==> config.mk <==
export PLATFORM = sky130hd
export DESIGN_NAME = timed_step_seq
export DESIGN_NICKNAME = d
export VERILOG_FILES = /design/src/rtl/timed_step_seq.sv
export SDC_FILE = /design/constraint.sdc
export NUM_CORES = 1
export LEC_CHECK = 0
export BUFFER_PORTS_ARGS = -buffer_cell sky130_fd_sc_hd__buf_2
export CAP_MARGIN = 20
export CORE_ASPECT_RATIO = 1.75
export CORE_MARGIN = 3
export CORE_UTILIZATION = 25
export CTS_BUF_LIST = sky130_fd_sc_hd__clkbuf_8
export CTS_CLUSTER_DIAMETER = 40
export DETAILED_ROUTE_END_ITERATION = 10
export GPL_ROUTABILITY_DRIVEN = 0
export MAX_ROUTING_LAYER = met4
export PLACE_DENSITY_LB_ADDON = 0.25
export SLEW_MARGIN = 20
export SYNTH_ARGS = -nofsm -noshare
export SYNTH_HDL_FRONTEND = slang
export SYNTH_SLANG_ARGS = --single-unit
==> constraint.sdc <==
create_clock -name clk -period 5.6 [get_ports clk]
set_input_delay 1.12 -clock clk [delete_from_list [all_inputs] [get_ports clk]]
set_output_delay 1.12 -clock clk [all_outputs]
set_load 0.005 [all_outputs]
==> src/rtl/timed_step_seq.sv <==
// Timed step sequencer: runs (steps+1) steps of len clocks each and fires a strobe at a fixed tick in every step.
// Strobe and done are registered one clock after the cycle that triggers them. stop aborts a run on the next edge.
module timed_step_seq #(
  parameter int W            = 8,
  parameter int IDX_W        = 2,
  parameter int TRIG_AT      = 0,
  parameter int AUTO_RESTART = 0
) (
  input  logic             clk,
  input  logic             rst_n,
  input  logic             start,
  input  logic             stop,
  input  logic [W-1:0]     len,
  input  logic [IDX_W-1:0] steps,
  output logic             busy,
  output logic             done,
  output logic             act_stb,
  output logic [W-1:0]     sq_c1,
  output logic [W-1:0]     sq_x,
  output logic [IDX_W-1:0] sq_i,
  output logic [W-1:0]     sq_act
);

  typedef enum logic {S_IDLE, S_RUN} state_t;

  localparam logic [W-1:0]     ONE       = W'(1);
  localparam logic [IDX_W-1:0] I_ONE     = IDX_W'(1);
  // An offset outside the counter range can never match, so the strobe is disabled.
  localparam bit               TRIG_FITS = (TRIG_AT >= 0) && (TRIG_AT < (2 ** W));
  localparam logic [W-1:0]     TRIG_V    = TRIG_FITS ? W'(TRIG_AT) : '0;

  state_t           state_q, state_d;
  logic [W-1:0]     len_q, len_d;
  logic [IDX_W-1:0] steps_q, steps_d;
  logic [W-1:0]     c1_q, c1_d;
  logic [W-1:0]     x_q, x_d;
  logic [IDX_W-1:0] i_q, i_d;
  logic [W-1:0]     act_q, act_d;
  logic             stb_q, stb_d;
  logic             done_q, done_d;

  logic [W-1:0] len_eff;
  logic         step_end;
  logic         last_end;

  always_comb begin
    len_eff  = (len == '0) ? ONE : len;
    step_end = (c1_q == (len_q - ONE));
    last_end = step_end && (i_q == steps_q);

    state_d = state_q;
    len_d   = len_q;
    steps_d = steps_q;
    c1_d    = c1_q;
    x_d     = x_q;
    i_d     = i_q;
    act_d   = act_q;
    stb_d   = 1'b0;
    done_d  = 1'b0;

    case (state_q)
      S_IDLE: begin
        if (start && !stop) begin
          state_d = S_RUN;
          len_d   = len_eff;
          steps_d = steps;
          c1_d    = '0;
          x_d     = '0;
          i_d     = '0;
          act_d   = '0;
        end
      end
      S_RUN: begin
        x_d = x_q + ONE;
        if (stop) begin
          state_d = S_IDLE;
        end else begin
          stb_d = TRIG_FITS && (c1_q == TRIG_V);
          if (stb_d && (act_q != '1)) begin
            act_d = act_q + ONE;
          end
          if (last_end) begin
            done_d = 1'b1;
            if (AUTO_RESTART != 0) begin
              c1_d    = '0;
              i_d     = '0;
              x_d     = '0;
              len_d   = len_eff;
              steps_d = steps;
            end else begin
              // Tick and step index keep their final values for inspection.
              state_d = S_IDLE;
            end
          end else if (step_end) begin
            c1_d = '0;
            i_d  = i_q + I_ONE;
          end else begin
            c1_d = c1_q + ONE;
          end
        end
      end
      default: state_d = S_IDLE;
    endcase
  end

  always_ff @(posedge clk or negedge rst_n) begin
    if (!rst_n) begin
      state_q <= S_IDLE;
      len_q   <= ONE;
      steps_q <= '0;
      c1_q    <= '0;
      x_q     <= '0;
      i_q     <= '0;
      act_q   <= '0;
      stb_q   <= 1'b0;
      done_q  <= 1'b0;
    end else begin
      state_q <= state_d;
      len_q   <= len_d;
      steps_q <= steps_d;
      c1_q    <= c1_d;
      x_q     <= x_d;
      i_q     <= i_d;
      act_q   <= act_d;
      stb_q   <= stb_d;
      done_q  <= done_d;
    end
  end

  assign busy    = (state_q == S_RUN);
  assign done    = done_q;
  assign act_stb = stb_q;
  assign sq_c1   = c1_q;
  assign sq_x    = x_q;
  assign sq_i    = i_q;
  assign sq_act  = act_q;

endmodule

==> reports/summary.txt <==
outcome = finished clean
first-pass GRT wire length = 8.673 mm
# IOs = 43
Synth cell types = 49
min-delay worst type = flip-flop to flip-flop
Seq/Total Area, Yosys = 46.10%
cell family with most CP delay = simple AND/OR/NAND/NOR gates
initial antenna violation count = 0
GRT Util Overall = 12.22%
Syn-to-layout area delta = 19.24%
core area = 8070 µm²
# diodes = 0
slowest CP cell = dfstp_2
Final Non-Filler Cells = 356
Worst-path clk slew = 0.09 ns
cts repair resizes = 0
Finished Core Util = 31.32%
RSZ-0062 raised after global routing = no
largest net degree at the start of global routing = 40
starting density of the core = 26.26%
fin crit share = 45.44%
max incr delay on CP = 0.60 ns
CP Max Fanout = 14
clock root buffer = clkbuf_8
top cells by area, synth = dfrtp_1, nand2_1, xor2_1
routed wire length = 5.269 mm
DR vias = 1760
min Tclk post-route = 2.544 ns
share of the synthesized area in the top cell type = 44.86%
hpwl dp = 3.967 mm
clk sinks = 39
Synth Net Count = 241
CTS Hold Bufs = 0
Die Area = 9663 µm²
vias per std cell = 4.944
Leak = 1.228 nW
worst path bufs/invs = 1
Die X = 75.61 µm
Main synth FF type = dfrtp_1
Critical Path RT = 5.84 ns
post-synthesis xor/xnor area fraction = 7.261%
normalized max-slew margin = 40.34%
GRT overflow = 0
Critical Path AT = 2.78 ns
Crit. End Element = flip-flop
post-place instance area = 2411 µm²
layout cell share with drive strength beyond 1 = 25.56%
setup violators final = 0
fill count = 897
final net count = 284
vias in the first global route = 1726
Synth Instances = 222
I/O Buffers = 42
crit path kind = flip-flop to flip-flop
Pins Over Slew Limit = 0
setup TNS = 0 ns
depth of the CTS H-tree = 2
Worst Skew = 0.007412 ns
Routed WL per cell = 14.80 µm
TritonCTS clock tree = built
CTS max path bufs = 2
cells along the critical path = inv_1 -> ha_1 -> xnor3_1 -> a32oi_1 -> a21oi_1 -> and4_4 -> or4_1 -> a21oi_2
final hold viol count = 0
Die H = 127.8 µm
ANT nets after route = 0
main combinational cell family by area after synthesis = simple AND/OR/NAND/NOR gates
Slew @ Worst Pin = 0.8949 ns
mux share of post-synthesis cell area = 1.948%
clock latency on the worst-skew pair = 0.30 ns
Synth area leader = dfrtp_1
number of cells after detailed placement = 348
CTS buffer count = 5
Cell Pwr Density = 313.4 nW/µm²
Post-Syn Area per Cell = 9.547 µm²
Post-CTS Repair Setup Buffers = 0
residual DRC count = 0
EDFF count, synth = 0
Synth warnings = 0
Post-Syn Area = 2120 µm²
Highest Clock Rate = 393.0 MHz
adder-cell share of the synthesized area = 2.952%
Compound-Gate Fraction of Synth Area = 13.46%
Rows = 43
post-synthesis register bit count = 39
Max-cap violations = 0
Initial DRC Count = 90
Simple-Gate Fraction of Synth Area = 25.21%
drt pass-1 iters = 4
crit start category = flip-flop
Async SR Flop Fraction = 100.0%
fin area = 2527 µm²
maximum VDD drop = 0.1469 mV
## worst register-to-register path, cell delays in order, from the launching register on
cell and delay [ns]:
dfstp_2 0.60, inv_1 0.08, ha_1 0.27, xnor3_1 0.38
a32oi_1 0.16, a21oi_1 0.07, and4_4 0.25, or4_1 0.54
a21oi_2 0.14
## cell families after synthesis
family / after synthesis
AOI/OAI and AO/OA: 40
xor gates and xnor gates: 16
adders and majority gates: 5
buffers and inverters: 14
DFF: 39
muxes: 4
and+or+nand+nor: 104
## metal layers
layer  part of all wire (%)  track usage [%]
met1                     38            12.97
met2                     57            21.55
met3                    3.0            2.433
met4                    1.9            4.634
met5                      0                -
## sequential cells by signal, indices dropped and copies added (netlist names)
| register | count |
|---|---|
| sq_x | 8 |
| len_q | 8 |
| sq_c1 | 8 |
| done | 1 |
| steps_q | 2 |
| busy | 1 |
| sq_act | 8 |
| act_stb | 1 |
| sq_i | 2 |
## power by group
part | internal [W] | leakage, nW | switching (W)
clock network | 0.000135 | 0.0587 | 0.000113
logic | 0.0000843 | 0.652 | 0.0000832
registers | 0.000319 | 0.517 | 0.0000570
## through the flow
| stage | setup WS (ns) | hold WS, ns | total power [W] |
|---|---|---|---|
| after global routing | 2.938 | 0.5317 | 0.0008462 |
| after CTS | 3.040 | 0.4899 | 0.0008057 |
| after detailed placement | 2.874 | 0.4752 | 0.0005525 |
| final | 3.056 | 0.4866 | 0.0007921 |
| after floorplan | 3.288 | 0.4665 | 0.0004814 |
| after global placement | 2.932 | 0.4776 | 0.0005498 |
## Yosys cell counts (3+ instances only)
| cell | n |
|---|---|
| a21oi_1 | 4 |
| a21oi_2 | 4 |
| and3_1 | 6 |
| clkbuf_1 | 5 |
| dfrtp_1 | 38 |
| ha_1 | 5 |
| inv_1 | 7 |
| mux2i_1 | 3 |
| nand2_1 | 38 |
| nand3_1 | 6 |
| nand4_1 | 10 |
| nor2_1 | 16 |
| nor2b_1 | 3 |
| o211ai_1 | 4 |
| o21ai_0 | 9 |
| o31ai_1 | 5 |
| or3_1 | 4 |
| or4_1 | 4 |
| xnor2_1 | 5 |
| xor2_1 | 10 |
## cells in the final DEF, fill, tap and decap left out, types with 2 or more instances in the layout
cell type / Yosys / layout
o21ai_2: 2 / 2
o21ai_1: 2 / 2
inv_1: 7 / 7
dfrtp_1: 38 / 38
nand2b_1: 2 / 2
or4_1: 4 / 4
o211ai_1: 4 / 4
nor3_1: 2 / 2
nand4_1: 10 / 10
buf_2: 1 / 42
nand3_1: 6 / 6
a31o_2: 2 / 2
nor4_1: 2 / 2
a21oi_2: 4 / 4
and3_1: 6 / 6
xnor2_1: 5 / 5
xor2_1: 10 / 10
or2_2: 2 / 2
nor2_1: 16 / 16
nor2b_1: 3 / 3
o31ai_1: 5 / 5
clkbuf_8: 0 / 5
nand2_1: 38 / 38
ha_1: 5 / 5
or3_1: 4 / 4
a21oi_1: 4 / 4
o21ai_0: 9 / 9
mux2i_1: 3 / 3
## final timing paths
kind                          start  endpoint  slack [ns]  depth (start not counted)
min in group asynchronous     rst_n  len_q[2]        0.93                          1
min                         sq_x[7]   sq_x[7]        0.49                          1
max                        len_q[0]  sq_c1[5]        3.06                          8
min reg2reg                 sq_x[7]   sq_x[7]        0.49                          1
max reg2reg                len_q[0]  sq_c1[5]        3.06                          8
max in group asynchronous     rst_n  sq_c1[7]        4.10                          1
## layout make-up
type	count	area (µm²)	share of cell area [%]
Inverter	7	26.28	1.040
Sequential cell	39	977.2	38.66
Clock buffer	5	68.82	2.723
Clock inverter	3	47.55	1.881
Timing Repair Buffer	43	217.7	8.614
Tap cell	90	112.6	4.455
Multi-Input combinational cell	169	1077	42.62
Power figures use the tool's default switching activity.
